--- src/rtl/gearbox_pkg.sv ---
// Shared types and helpers for the byte-granular gearbox FIFO.
// Latency: none (package only).
// Backpressure: n/a.
// Contents: default byte width, a constant clog2, a modulo pointer add that
// works for any depth, and the pop-stride clamp rule.
package gearbox_pkg;

    localparam int BYTE_W_DEFAULT = 8;

    // Constant-foldable ceil(log2(v)); clog2(1) = 0.
    function automatic int clog2(input int v);
        int r;
        r = 0;
        while ((1 << r) < v) begin
            r = r + 1;
        end
        return r;
    endfunction

    // (a + b) mod depth by a single compare-and-subtract.
    // Valid while a < depth and b <= depth, which every caller guarantees.
    function automatic int unsigned mod_add(input int unsigned a,
                                            input int unsigned b,
                                            input int unsigned depth);
        int unsigned s;
        s = a + b;
        if (s >= depth) begin
            s = s - depth;
        end
        return s;
    endfunction

    // A stride of zero or one that exceeds the window retires a whole window.
    function automatic int unsigned clamp_stride(input int unsigned s,
                                                 input int unsigned out_bytes);
        if ((s == 0) || (s > out_bytes)) begin
            return out_bytes;
        end
        return s;
    endfunction

endpackage

--- src/rtl/byte_ring_store.sv ---
// Circular byte store with a rotated multi-lane write port and read window.
// Latency: write lands at the clock edge; the read window is combinational.
// Backpressure: none here; the caller only asserts wr_en when space exists.
// Ports: clk; wr_en/wr_ptr/wr_data (IN_BYTES lanes written at wr_ptr+i);
//        rd_ptr/rd_data (OUT_BYTES lanes read from rd_ptr+j). Storage is not reset.
module byte_ring_store
    import gearbox_pkg::*;
#(
    parameter int BYTE_W      = BYTE_W_DEFAULT,
    parameter int IN_BYTES    = 8,
    parameter int OUT_BYTES   = 3,
    parameter int DEPTH_BYTES = 12,
    parameter int PTR_W       = 4
) (
    input  logic                          clk,
    input  logic                          wr_en,
    input  logic [PTR_W-1:0]              wr_ptr,
    input  logic [IN_BYTES*BYTE_W-1:0]    wr_data,
    input  logic [PTR_W-1:0]              rd_ptr,
    output logic [OUT_BYTES*BYTE_W-1:0]   rd_data
);

    logic [BYTE_W-1:0] mem_q [DEPTH_BYTES];
    logic [PTR_W-1:0]  wr_addr [IN_BYTES];
    logic [PTR_W-1:0]  rd_addr [OUT_BYTES];

    // Per-lane addresses; lane offsets never exceed the depth, so one
    // conditional subtract is enough for the wrap.
    always_comb begin
        for (int i = 0; i < IN_BYTES; i++) begin
            wr_addr[i] = PTR_W'(mod_add(32'(wr_ptr), i, DEPTH_BYTES));
        end
        for (int j = 0; j < OUT_BYTES; j++) begin
            rd_addr[j] = PTR_W'(mod_add(32'(rd_ptr), j, DEPTH_BYTES));
        end
    end

    // IN_BYTES <= DEPTH_BYTES, so the lane addresses are always distinct.
    always_ff @(posedge clk) begin
        if (wr_en) begin
            for (int i = 0; i < IN_BYTES; i++) begin
                mem_q[wr_addr[i]] <= wr_data[i*BYTE_W +: BYTE_W];
            end
        end
    end

    always_comb begin
        rd_data = '0;
        for (int j = 0; j < OUT_BYTES; j++) begin
            rd_data[j*BYTE_W +: BYTE_W] = mem_q[rd_addr[j]];
        end
    end

endmodule

--- src/rtl/gearbox_byte_fifo.sv ---
// Width-converting byte FIFO: IN_BYTES words in, OUT_BYTES windows out, per-pop stride.
// Latency: a word pushed at edge N is visible on out_data/out_valid after edge N.
// Backpressure: in_ready from registered count only (room for a full word); out_valid once a full window is held.
// Ports: clk, reset (async active-high); in_data/in_valid/in_ready; out_data/out_valid/out_ready;
//        stride (bytes retired per pop, 0 or >OUT_BYTES means OUT_BYTES); flush (sync clear); count.
module gearbox_byte_fifo
    import gearbox_pkg::*;
#(
    parameter int BYTE_W      = BYTE_W_DEFAULT,
    parameter int IN_BYTES    = 8,
    parameter int OUT_BYTES   = 3,
    parameter int DEPTH_BYTES = 12,
    parameter int CNT_W       = $clog2(DEPTH_BYTES + 1)
) (
    input  logic                              clk,
    input  logic                              reset,
    input  logic [IN_BYTES*BYTE_W-1:0]        in_data,
    input  logic                              in_valid,
    output logic                              in_ready,
    output logic [OUT_BYTES*BYTE_W-1:0]       out_data,
    output logic                              out_valid,
    input  logic                              out_ready,
    input  logic [$clog2(OUT_BYTES+1)-1:0]    stride,
    input  logic                              flush,
    output logic [CNT_W-1:0]                  count
);

    localparam int PTR_W = (DEPTH_BYTES > 1) ? clog2(DEPTH_BYTES) : 1;

    // Below this depth a partially filled store could hold fewer than
    // OUT_BYTES bytes yet lack room for a word, and both sides would stall.
    generate
        if (DEPTH_BYTES < IN_BYTES + OUT_BYTES - 1) begin : g_bad_depth
            $error("gearbox_byte_fifo: DEPTH_BYTES must be >= IN_BYTES + OUT_BYTES - 1");
        end
    endgenerate

    logic [PTR_W-1:0] wr_ptr_q, wr_ptr_d;
    logic [PTR_W-1:0] rd_ptr_q, rd_ptr_d;
    logic [CNT_W-1:0] count_q, count_d;

    logic             push;
    logic             pop;
    logic [CNT_W-1:0] eff_stride;
    logic [CNT_W:0]   cnt_add;
    logic [CNT_W:0]   cnt_sub;

    assign in_ready  = (count_q <= CNT_W'(DEPTH_BYTES - IN_BYTES));
    assign out_valid = (count_q >= CNT_W'(OUT_BYTES));
    assign count     = count_q;

    always_comb begin
        push       = in_valid & in_ready;
        pop        = out_valid & out_ready;
        eff_stride = CNT_W'(clamp_stride(32'(stride), OUT_BYTES));

        cnt_add = push ? (CNT_W+1)'(IN_BYTES) : '0;
        cnt_sub = pop  ? {1'b0, eff_stride}   : '0;

        // The handshakes keep this inside 0..DEPTH_BYTES, so the extra
        // headroom bit is never needed in the stored value.
        count_d  = CNT_W'(({1'b0, count_q} + cnt_add) - cnt_sub);
        wr_ptr_d = wr_ptr_q;
        rd_ptr_d = rd_ptr_q;

        if (push) begin
            wr_ptr_d = PTR_W'(mod_add(32'(wr_ptr_q), IN_BYTES, DEPTH_BYTES));
        end
        if (pop) begin
            rd_ptr_d = PTR_W'(mod_add(32'(rd_ptr_q), 32'(eff_stride), DEPTH_BYTES));
        end

        // Flush wins over any same-cycle push or pop.
        if (flush) begin
            wr_ptr_d = '0;
            rd_ptr_d = '0;
            count_d  = '0;
        end
    end

    always_ff @(posedge clk or posedge reset) begin
        if (reset) begin
            wr_ptr_q <= '0;
            rd_ptr_q <= '0;
            count_q  <= '0;
        end else begin
            wr_ptr_q <= wr_ptr_d;
            rd_ptr_q <= rd_ptr_d;
            count_q  <= count_d;
        end
    end

    // A flushed push must not touch storage either, so the write is gated.
    byte_ring_store #(
        .BYTE_W      (BYTE_W),
        .IN_BYTES    (IN_BYTES),
        .OUT_BYTES   (OUT_BYTES),
        .DEPTH_BYTES (DEPTH_BYTES),
        .PTR_W       (PTR_W)
    ) u_store (
        .clk     (clk),
        .wr_en   (push & ~flush),
        .wr_ptr  (wr_ptr_q),
        .wr_data (in_data),
        .rd_ptr  (rd_ptr_q),
        .rd_data (out_data)
    );

endmodule

--- config.mk ---
export PLATFORM = sky130hd
export DESIGN_NAME = gearbox_byte_fifo
export DESIGN_NICKNAME = d
export VERILOG_FILES = /design/src/rtl/gearbox_pkg.sv /design/src/rtl/byte_ring_store.sv /design/src/rtl/gearbox_byte_fifo.sv
export SDC_FILE = /design/constraint.sdc
export NUM_CORES = 1
export LEC_CHECK = 0
export CAP_MARGIN = 20
export CORE_MARGIN = 1
export CORE_UTILIZATION = 60
export CTS_CLUSTER_SIZE = 10
export DETAILED_ROUTE_END_ITERATION = 8
export HOLD_SLACK_MARGIN = 0.1
export PLACE_DENSITY_LB_ADDON = 0.15
export SYNTH_ARGS = -nofsm -noshare
export SYNTH_HDL_FRONTEND = slang
export SYNTH_SLANG_ARGS = --single-unit
--- constraint.sdc ---
create_clock -name clk -period 8.6 [get_ports clk]
set_clock_uncertainty 0.1 [all_clocks]
set_input_delay 2.15 -clock clk [delete_from_list [all_inputs] [get_ports clk]]
set_output_delay 2.15 -clock clk [all_outputs]
set_load 0.01 [all_outputs]
# Word-level counts from Yosys, hierarchy flattened
# Memories as Yosys holds them, arrays and structs flattened.
# Index checks and enable logic that the tools add are counted.
dict set report word_totals {
  register_bits 12
  mem_bits_rw 96
  input_bits 71
  output_inout_bits 30
  elab_cells 77
  memories 1
}
# name depth width read_ports rd_clocked_by_memory_dff wr line
set memory_table {}
lappend memory_table {u_store.mem_q 12 8 3 0 8 byte_ring_store.sv:23} ;# logic [BYTE_W-1:0] mem_q [DEPTH_BYTES];
dict set report classes {
  n_addsub 26
  n_lt_le_gt_ge 15
  muxes 25
  bitwise_logic 4
  n_reduce_logical 3
}
# operator n
set ops {}
lappend ops {{$mux W4} 20}
lappend ops {{$ge A5 B4 Y1 const B} 11}
lappend ops {{$sub A4 B4 Y4 const B} 13}
lappend ops {{$add A4 B3 Y5 const B} 4}
lappend ops {{$add A4 B2 Y5 const B} 3}
lappend ops {{$add A4 B1 Y5 const B} 2}
lappend ops {{$ge A4 B4 Y1 const B} 2}
lappend ops {{$add A4 B2 Y5} 1}
lappend ops {{$add A4 B4 Y5 const B} 1}
lappend ops {{$add A4 B4 Y4} 1}
lappend ops {{$ge A4 B2 Y1 const B} 1}
lappend ops {{$le A4 B3 Y1 const B} 1}
lappend ops {{$mux W2} 2}
lappend ops {{$reduce_bool A2 Y1} 2}
lappend ops {{$sub A4 B4 Y4} 1}
lappend ops {{$and A1 B1 Y1} 3}
lappend ops {{$mux W1} 3}
lappend ops {{$logic_not A2 Y1} 1}
lappend ops {{$not A1 Y1} 1}

# Longest topological paths before layout
# Gate-level depths: netlist of run 1.
dict set report depth {
  word_depth 8
  depth_mapped 13
  depth_no_buf 12
}

# By module
# Synthesis of run 1 repeated with hierarchy kept, for this count alone.
dict set report unflattened {
  cells_unflattened 1710
  area_unflattened_um2 14681.6
}
# module n_inst cells_each area_per_inst_um2 seq_area_each_um2
set modules_own_cells {}
lappend modules_own_cells {byte_ring_store 1 1627 13888.3 2882.8}
lappend modules_own_cells {gearbox_byte_fifo 1 83 793.3 250.2}

# Worst setup path after synthesis of run 1
# OpenSTA, ideal clock, no wires.
dict set report synth_timing {
  path_kind {reg2out}
  start {register rd_ptr_q[1]}
  end {output out_data[21]}
  arrival_time_ns 3.260
  required_ns 6.350
  setup_slack_ns 3.090
  stages_incl_launch_ff 13
  n_path_buf 5
  cell_sequence {dfrtp_1 > buf_2 > buf_2 > buf_1 > inv_1 > ha_1 > clkbuf_1 > clkinv_1 > ha_1 > a221oi_4 > buf_2 > a221oi_1 > o22ai_1}
}
dict set report synth_via {
  elab_chain_len 4
  elab_cells_between_ends 5
  cone_classes {add/sub: 2; order compare: 1; mux: 1; memory: 1}
}
# item line
set synth_rtl {}
lappend synth_rtl {{start: declaration} gearbox_byte_fifo.sv:39} ;# logic [PTR_W-1:0] rd_ptr_q, rd_ptr_d;
lappend synth_rtl {{start signal: assignment} gearbox_byte_fifo.sv:88} ;# rd_ptr_q <= rd_ptr_d;
lappend synth_rtl {{$add A4 B2 Y5 *} gearbox_pkg.sv:26} ;# s = a + b;
lappend synth_rtl {{$sub A4 B4 Y4 or $ge A5 B4 Y1 (tied branches)} {gearbox_pkg.sv:28, gearbox_pkg.sv:27}}
lappend synth_rtl {{$mux W4 *} gearbox_pkg.sv:27} ;# if (s >= depth) begin
lappend synth_rtl {{$mem_v2 Z12 W8 *} n/a}
lappend synth_rtl {{end: declaration} gearbox_byte_fifo.sv:20} ;# output logic [OUT_BYTES*BYTE_W-1:0] out_data,
# Mark *: on every way between the ends. The rest lies on a longest branch, timed or not.

# Worst setup path in the final report of run 1
dict set report layout_timing {
  start {register rd_ptr_q[1]}
  end {output out_data[22]}
}
# Same word-level chain as after synthesis.

==> metrics.csv, run 1 <==
stage;metric;value;unit
setup_path;Crit Reg-Reg Startpoint;rd_ptr_q[0];
pwr;overall power;0.00225;W
setup_path;Most common cell on crit path;ha_1;
setup_path;reg2reg setup slack;5280;ps
logic_synthesis;post-synth top area share;36.1;%
clocking;Resized Gates After CTS;0;
pwr;Leakage;3.38;nW
logic_synthesis;sequential cell area fraction in the yosys report;39.2;%
pwr;Power Density;243;nW/um2
min_path;Worst Hold Path EP;wr_ptr_q[3];
placement;routability cong.;0.896;
drt;DRT Pass-1 Iters;5;
pwr;logic gate share of total power;47.8;%
clocking;CTS sink cnt;106;
outcome;status;complete, no violations;
pwr;clock network power share;19.5;%
drt;detailed-route via count;6778;
drt;drt first-iter violations;907;
logic_synthesis;number of synthesized flops with an enable pin;96;
floorplan;row count;41;
drt;final antenna-violating net count;0;
logic_synthesis;synthesized instance count;765;
pwr;Peak VDD IR;118;uV
cells_and_area;ratio of cells with drive above 1 in the final layout;13.5;%
timing;Slew @ Worst Pin;1160;ps
timing;Sum Neg Setup Slack;0;ps
pwr;Int Pwr;0.00143;W
clocking;cts hold-fix bufs;0;
logic_synthesis;most used flip-flop cell after synthesis;edfxtp_1;
setup_path;CP max stage delay;630;ps
setup_path;CP required;6350;ps
global_routing;first-pass GRT wire length;34.7;mm
run;Max-cap violations;0;
timing;crit share post-route;78.0;%
setup_path;Critical Setup Path Class;register to output port;
logic_synthesis;Synth Register Bits;106;
pwr;Sw Pwr;0.000823;W
placement;port bufs;100;
logic_synthesis;Cell Area, Synth;7990;um2
setup_path;WP buf/inv;4;
setup_path;slowest CP cell;a221oi_4;
timing;Final Hold Fails;0;
timing;fin crit period;6710;ps
setup_path;Crit path max-delay family;buffers and inverters;
floorplan;area of the core;12800;um2
pwr;sw frac;36.6;%
setup_path;CP Max Fanout;57;
timing;Final Max Slew Viols;0;
clocking;Worst-path clk slew;70;ps
clocking;cts bufs inserted;9;
logic_synthesis;Distinct cells, synth;58;
cells_and_area;most common cell after layout, fill and taps aside;nand2_1;
min_path;Hold Crit Start;wr_ptr_q[3];
global_routing;gr ovfl total;0;
timing;fmax;149;MHz
floorplan;IO Count;101;
clocking;Setup Fix Bufs, Post-CTS;0;
min_path;hold crit path type;register to register;
cells_and_area;final net count;918;
timing;unrepaired setup endpoints after global routing;no;
setup_path;FF-to-FF path depth;11;
cells_and_area;commonest cells after routing, fill and taps aside;127 x nand2_1, 100 x clkdlybuf4s50_1, 96 x edfxtp_1, 90 x a21oi_1, 67 x o21ai_0;
timing;Min Hold Slack;463;ps
floorplan;DIE AREA;13800;um2
setup_path;crit path cell chain;buf_4, inv_1, ha_1, clkinv_1, ha_1, a221oi_4, nor2_2, a221oi_1, o22ai_1, clkdlybuf4s50_1;
setup_path;Worst setup EP type;output port;
cells_and_area;Diodes inserted;0;
drt;number of remaining DRC errors;0;
logic_synthesis;Area contributors post-synth;edfxtp_1 36%, mux4_2 11%, nand2_1 6.0%, a21oi_1 5.6%, o21ai_0 4.2%;
logic_synthesis;Syn Nets;856;
clocking;H-tree depth;3;
global_routing;initial antenna violation count;0;
global_routing;vias in the first global route;6249;
logic_synthesis;warning count from the yosys run;0;
clocking;root buffer selected by CTS;clkbuf_16;
floorplan;starting density of the core;62.3;%
setup_path;reg2reg end;rd_ptr_q[2];
clocking;TritonCTS clock tree;yes;
logic_synthesis;Syn Area/Cell;10.4;um2
cells_and_area;Area Overhead vs Synth;15.8;%
cells_and_area;number of fillers in the final layout;901;
pwr;Reg power frac;32.7;%
drt;Routed WL per cell;22.4;um
drt;Vias/cell;6.75;
setup_path;Worst setup SP type;register;
clocking;clk_lat worst skew;350;ps
floorplan;Die X;117;um
setup_path;WP data arrival;4460;ps
global_routing;largest net degree at the start of global routing;66;
logic_synthesis;cell taking the most area after synthesis;edfxtp_1;
drt;final wirelength;22.4;mm
timing;worst relative slew slack;22.9;%
min_path;hold path depth;2;
floorplan;Die Y;117;um
placement;hpwl dp;17.0;mm
clocking;clock tree buffer depth;2;
global_routing;GRT Total Usage;33.0;%
timing;number of setup violations in the final report;0;
logic_synthesis;Synth async-reset ratio;9.43;%
[cell type report]
cell class | instances | area, um2 | share of cell area (%)
multi-input combinational | 583 | 4460 | 48.2
sequential | 106 | 3140 | 33.9
timing repair buffer | 107 | 1050 | 11.4
clock buffer | 9 | 225 | 2.43
tap | 172 | 215 | 2.32
clock inverter | 7 | 90.1 | 0.973
inverter | 20 | 75.1 | 0.811
[layer usage]
metal / routed length [um] / up-vias / global-route usage, %
met5: 0 / - / 0
li1: - / 3026 / -
met1: 9290 / 3242 / 50.2
met4: 190 / 0 / 6.82
met2: 10000 / 486 / 49.8
met3: 2950 / 24 / 5.45
[stage by stage]
step | setup WS, ps | instances | util, % | cell area (um2)
3_3_place_gp | 2590 | 988 | 69.7 | 8940
4_1_cts | 1980 | 1004 | 72.2 | 9260
5_1_grt | 1640 | 1004 | 72.2 | 9260
6_report | 1890 | 1004 | 72.2 | 9260
3_5_place_dp | 2390 | 988 | 69.7 | 8940
2_1_floorplan | 3090 | 765 | - | 7990
[worst max path at each step]
stage	start	end	cells after the start
detailed placement	rd_ptr_q[1]	out_data[22]	10
global placement	rd_ptr_q[1]	out_data[22]	10
global route	rd_ptr_q[1]	out_data[20]	10
CTS	rd_ptr_q[1]	out_data[22]	10
floorplan	rd_ptr_q[1]	out_data[21]	12
finish	rd_ptr_q[1]	out_data[22]	10
[power by group through the flow]
stage	Clock (W)	Combinational, W	Sequential [W]
final	0.000438	0.00108	0.000735
after CTS	0.000439	0.00107	0.000730
after global placement	0	0.00102	0.000732
after floorplan	0	0.000716	0.000713
after detailed placement	0	0.00106	0.000741
after global routing	0.000455	0.00115	0.000741
[Yosys cell counts (2+ instances only)]
cell / n
or2_2: 2
a21oi_4: 2
nand4_1: 3
a22oi_1: 2
nor2b_1: 6
dfrtp_1: 10
a221oi_2: 6
mux2_1: 16
nor2_4: 2
mux4_2: 40
or3_1: 2
o22ai_1: 8
a21o_1: 26
o21ai_1: 16
mux2_4: 6
ha_1: 18
a221oi_1: 18
mux2_2: 18
inv_1: 19
o21a_1: 8
a32oi_1: 9
fa_1: 2
nor2_1: 15
edfxtp_1: 96
buf_2: 27
xor2_1: 5
buf_6: 6
and2_1: 27
nand2_1: 127
clkbuf_1: 17
o211a_1: 2
a21oi_1: 90
nand3_1: 3
o21ai_0: 67
buf_4: 3
mux2i_1: 17
nand2b_1: 3
[worst min-delay path, stage by stage (launching register included)]
cell      delay [ps]
dfrtp_1          370
nand3b_1          90
nand2_1           70
[cell families after synthesis]
kind of cell	after synthesis	share of synthesized area, %
XOR/XNOR	6	0.658
buffers and inverters	76	5.04
AND/OR/NAND/NOR	198	11.6
AO/OA/AOI/OAI	262	20.9
adder cells (fa/ha/maj)	20	3.32
multiplexers	97	19.3
flip-flops	106	39.2
[state kept, by name (all words and copies together), names as in the netlist]
| name | count |
|---|---|
| count | 4 |
| wr_ptr_q | 2 |
| rd_ptr_q | 4 |
| u_store.mem_q | 96 |
Note: power is estimated with default switching activity, not from simulation.
==> inputs of run 2 (changes only) <==
--- a/config.mk
+++ b/config.mk
@@ -7,7 +7,7 @@
 export LEC_CHECK = 0
 export CAP_MARGIN = 20
 export CORE_MARGIN = 1
-export CORE_UTILIZATION = 60
+export CORE_UTILIZATION = 57
 export CTS_CLUSTER_SIZE = 10
 export DETAILED_ROUTE_END_ITERATION = 8
 export HOLD_SLACK_MARGIN = 0.1
==> constraint.sdc (replaced) <==
create_clock -name clk -period 6.9 [get_ports clk]
set_clock_uncertainty 0.1 [all_clocks]
set_input_delay 1.725 -clock clk [delete_from_list [all_inputs] [get_ports clk]]
set_output_delay 1.725 -clock clk [all_outputs]
set_load 0.01 [all_outputs]
==> metrics.csv, run 2 (synthesized netlist as in run 1, its figures left out) <==
stage;metric;value;unit
min_path;Hold Crit Start;wr_ptr_q[3];
setup_path;reg2reg end;rd_ptr_q[2];
global_routing;initial antenna violation count;0;
clocking;TritonCTS clock tree;yes;
clocking;cts bufs inserted;9;
drt;number of remaining DRC errors;0;
timing;fin crit period;5970;ps
timing;unrepaired setup endpoints after global routing;no;
clocking;clk_lat worst skew;350;ps
global_routing;gr ovfl total;0;
pwr;logic gate share of total power;48.5;%
pwr;sw frac;36.9;%
drt;drt first-iter violations;1056;
floorplan;Die X;120;um
clocking;CTS sink cnt;106;
clocking;root buffer selected by CTS;clkbuf_16;
min_path;Worst Hold Path EP;wr_ptr_q[3];
cells_and_area;most common cell after layout, fill and taps aside;nand2_1;
setup_path;Crit Reg-Reg Startpoint;rd_ptr_q[0];
timing;Sum Neg Setup Slack;0;ps
timing;fmax;168;MHz
drt;detailed-route via count;6846;
clocking;Worst-path clk slew;80;ps
cells_and_area;number of fillers in the final layout;1024;
setup_path;CP required;5080;ps
setup_path;FF-to-FF path depth;11;
global_routing;vias in the first global route;6153;
placement;port bufs;100;
timing;crit share post-route;86.5;%
clocking;Resized Gates After CTS;0;
timing;Final Hold Fails;0;
cells_and_area;Diodes inserted;0;
min_path;hold path depth;2;
global_routing;GRT Total Usage;32.8;%
timing;number of setup violations in the final report;0;
clocking;H-tree depth;3;
run;Max-cap violations;0;
pwr;Power Density;299;nW/um2
drt;final antenna-violating net count;0;
cells_and_area;Area Overhead vs Synth;15.7;%
setup_path;reg2reg setup slack;3440;ps
pwr;Sw Pwr;0.00102;W
cells_and_area;max reg flops;96;
pwr;Reg power frac;33.5;%
drt;Vias/cell;6.78;
floorplan;area of the core;13500;um2
cells_and_area;Reg area;3140;um2
floorplan;starting density of the core;59.4;%
clocking;cts hold-fix bufs;0;
setup_path;Critical Setup Path Class;register to output port;
global_routing;first-pass GRT wire length;35.8;mm
placement;routability cong.;0.885;
timing;Final Max Slew Viols;0;
drt;final wirelength;22.8;mm
cells_and_area;area of the multi-input gates;4460;um2
cells_and_area;commonest cells after routing, fill and taps aside;127 x nand2_1, 100 x clkdlybuf4s50_1, 96 x edfxtp_1, 90 x a21oi_1, 67 x o21ai_0;
floorplan;IO Count;101;
floorplan;row count;42;
timing;Slew @ Worst Pin;1070;ps
drt;Routed WL per cell;22.6;um
setup_path;Worst setup SP type;register;
setup_path;Worst setup EP type;output port;
clocking;Setup Fix Bufs, Post-CTS;0;
global_routing;largest net degree at the start of global routing;65;
clocking;clock tree buffer depth;2;
cells_and_area;final net count;919;
timing;worst relative slew slack;28.7;%
min_path;hold crit path type;register to register;
cells_and_area;ratio of cells with drive above 1 in the final layout;13.4;%
pwr;clock network power share;18.0;%
floorplan;DIE AREA;14500;um2
pwr;Peak VDD IR;144;uV
pwr;Int Pwr;0.00174;W
placement;hpwl dp;17.8;mm
pwr;Leakage;3.36;nW
setup_path;WP data arrival;4140;ps
drt;DRT Pass-1 Iters;5;
floorplan;Die Y;120;um
outcome;status;complete, no violations;
setup_path;CP Max Fanout;47;
timing;Min Hold Slack;457;ps
run 2: changes by cell type in the layout (fill, tap and decap cells not counted):
cell        change
inv_6           -2
buf_4           +1
bufinv_16       -1
clkinv_1        +1
clkinv_4        +1
clkinvlp_4      +1
run 2: power by group through the flow:
stage | registers (W) | clock network (W) | logic (W)
3_3_place_gp | 0.000924 | 0 | 0.00129
6_report | 0.000926 | 0.000495 | 0.00134
3_5_place_dp | 0.000933 | 0 | 0.00132
4_1_cts | 0.000919 | 0.000496 | 0.00133
5_1_grt | 0.000933 | 0.000523 | 0.00144
2_1_floorplan | 0.000889 | 0 | 0.000893
run 2: final cells by class:
| cell class | instances | area share [%] |
|---|---|---|
| Multi-Input combinational cell | 583 | 48.3 |
| Timing Repair Buffer | 108 | 11.5 |
| Tap cell | 176 | 2.38 |
| Sequential cell | 106 | 33.9 |
| Clock inverter | 7 | 0.677 |
| Clock buffer | 9 | 2.44 |
| Inverter | 20 | 0.812 |
run 2: per-stage QoR:
| stage | worst slack [ps] | cell area [um2] | std cells | total power [W] | utilization (%) |
|---|---|---|---|---|---|
| global route | 676 | 9240 | 1009 | 0.00289 | 68.7 |
| global placement | 1620 | 8950 | 993 | 0.00221 | 66.6 |
| finish | 931 | 9240 | 1009 | 0.00276 | 68.7 |
| floorplan | 1820 | 7990 | 765 | 0.00178 | - |
| detailed placement | 1390 | 8950 | 993 | 0.00225 | 66.6 |
| CTS | 1010 | 9240 | 1009 | 0.00274 | 68.7 |
run 2: worst max-delay path: stages (launching register included):
cell and delay [ps]:
dfrtp_2 490, buf_4 510, ha_1 280, nand2_1 80
xor2_1 330, inv_1 90, ha_1 190, a22oi_1 300
nor2b_1 210, a2bb2oi_1 310, buf_4 270, nand2_1 80
o21ai_0 80, clkdlybuf4s50_1 560
run 2: how the worst max path moves through the flow:
stage / end / cells past startpoint / slack (ps) / from
2_1_floorplan: out_data[21] / 12 / 1820 / rd_ptr_q[1]
3_3_place_gp: out_data[15] / 12 / 1620 / rd_ptr_q[1]
3_5_place_dp: out_data[11] / 13 / 1390 / rd_ptr_q[1]
4_1_cts: out_data[11] / 13 / 1010 / rd_ptr_q[1]
5_1_grt: out_data[10] / 13 / 680 / rd_ptr_q[1]
6_report: out_data[11] / 13 / 930 / rd_ptr_q[1]
run 2: per-layer routing:
layer  vias to the layer above  track usage, %  share of wire, %
met3                        24            5.19                13
met5                         -               0                 0
met4                         0            5.48              0.74
li1                       3022               -                 -
met1                      3351            54.2                44
met2                       449            45.5                42
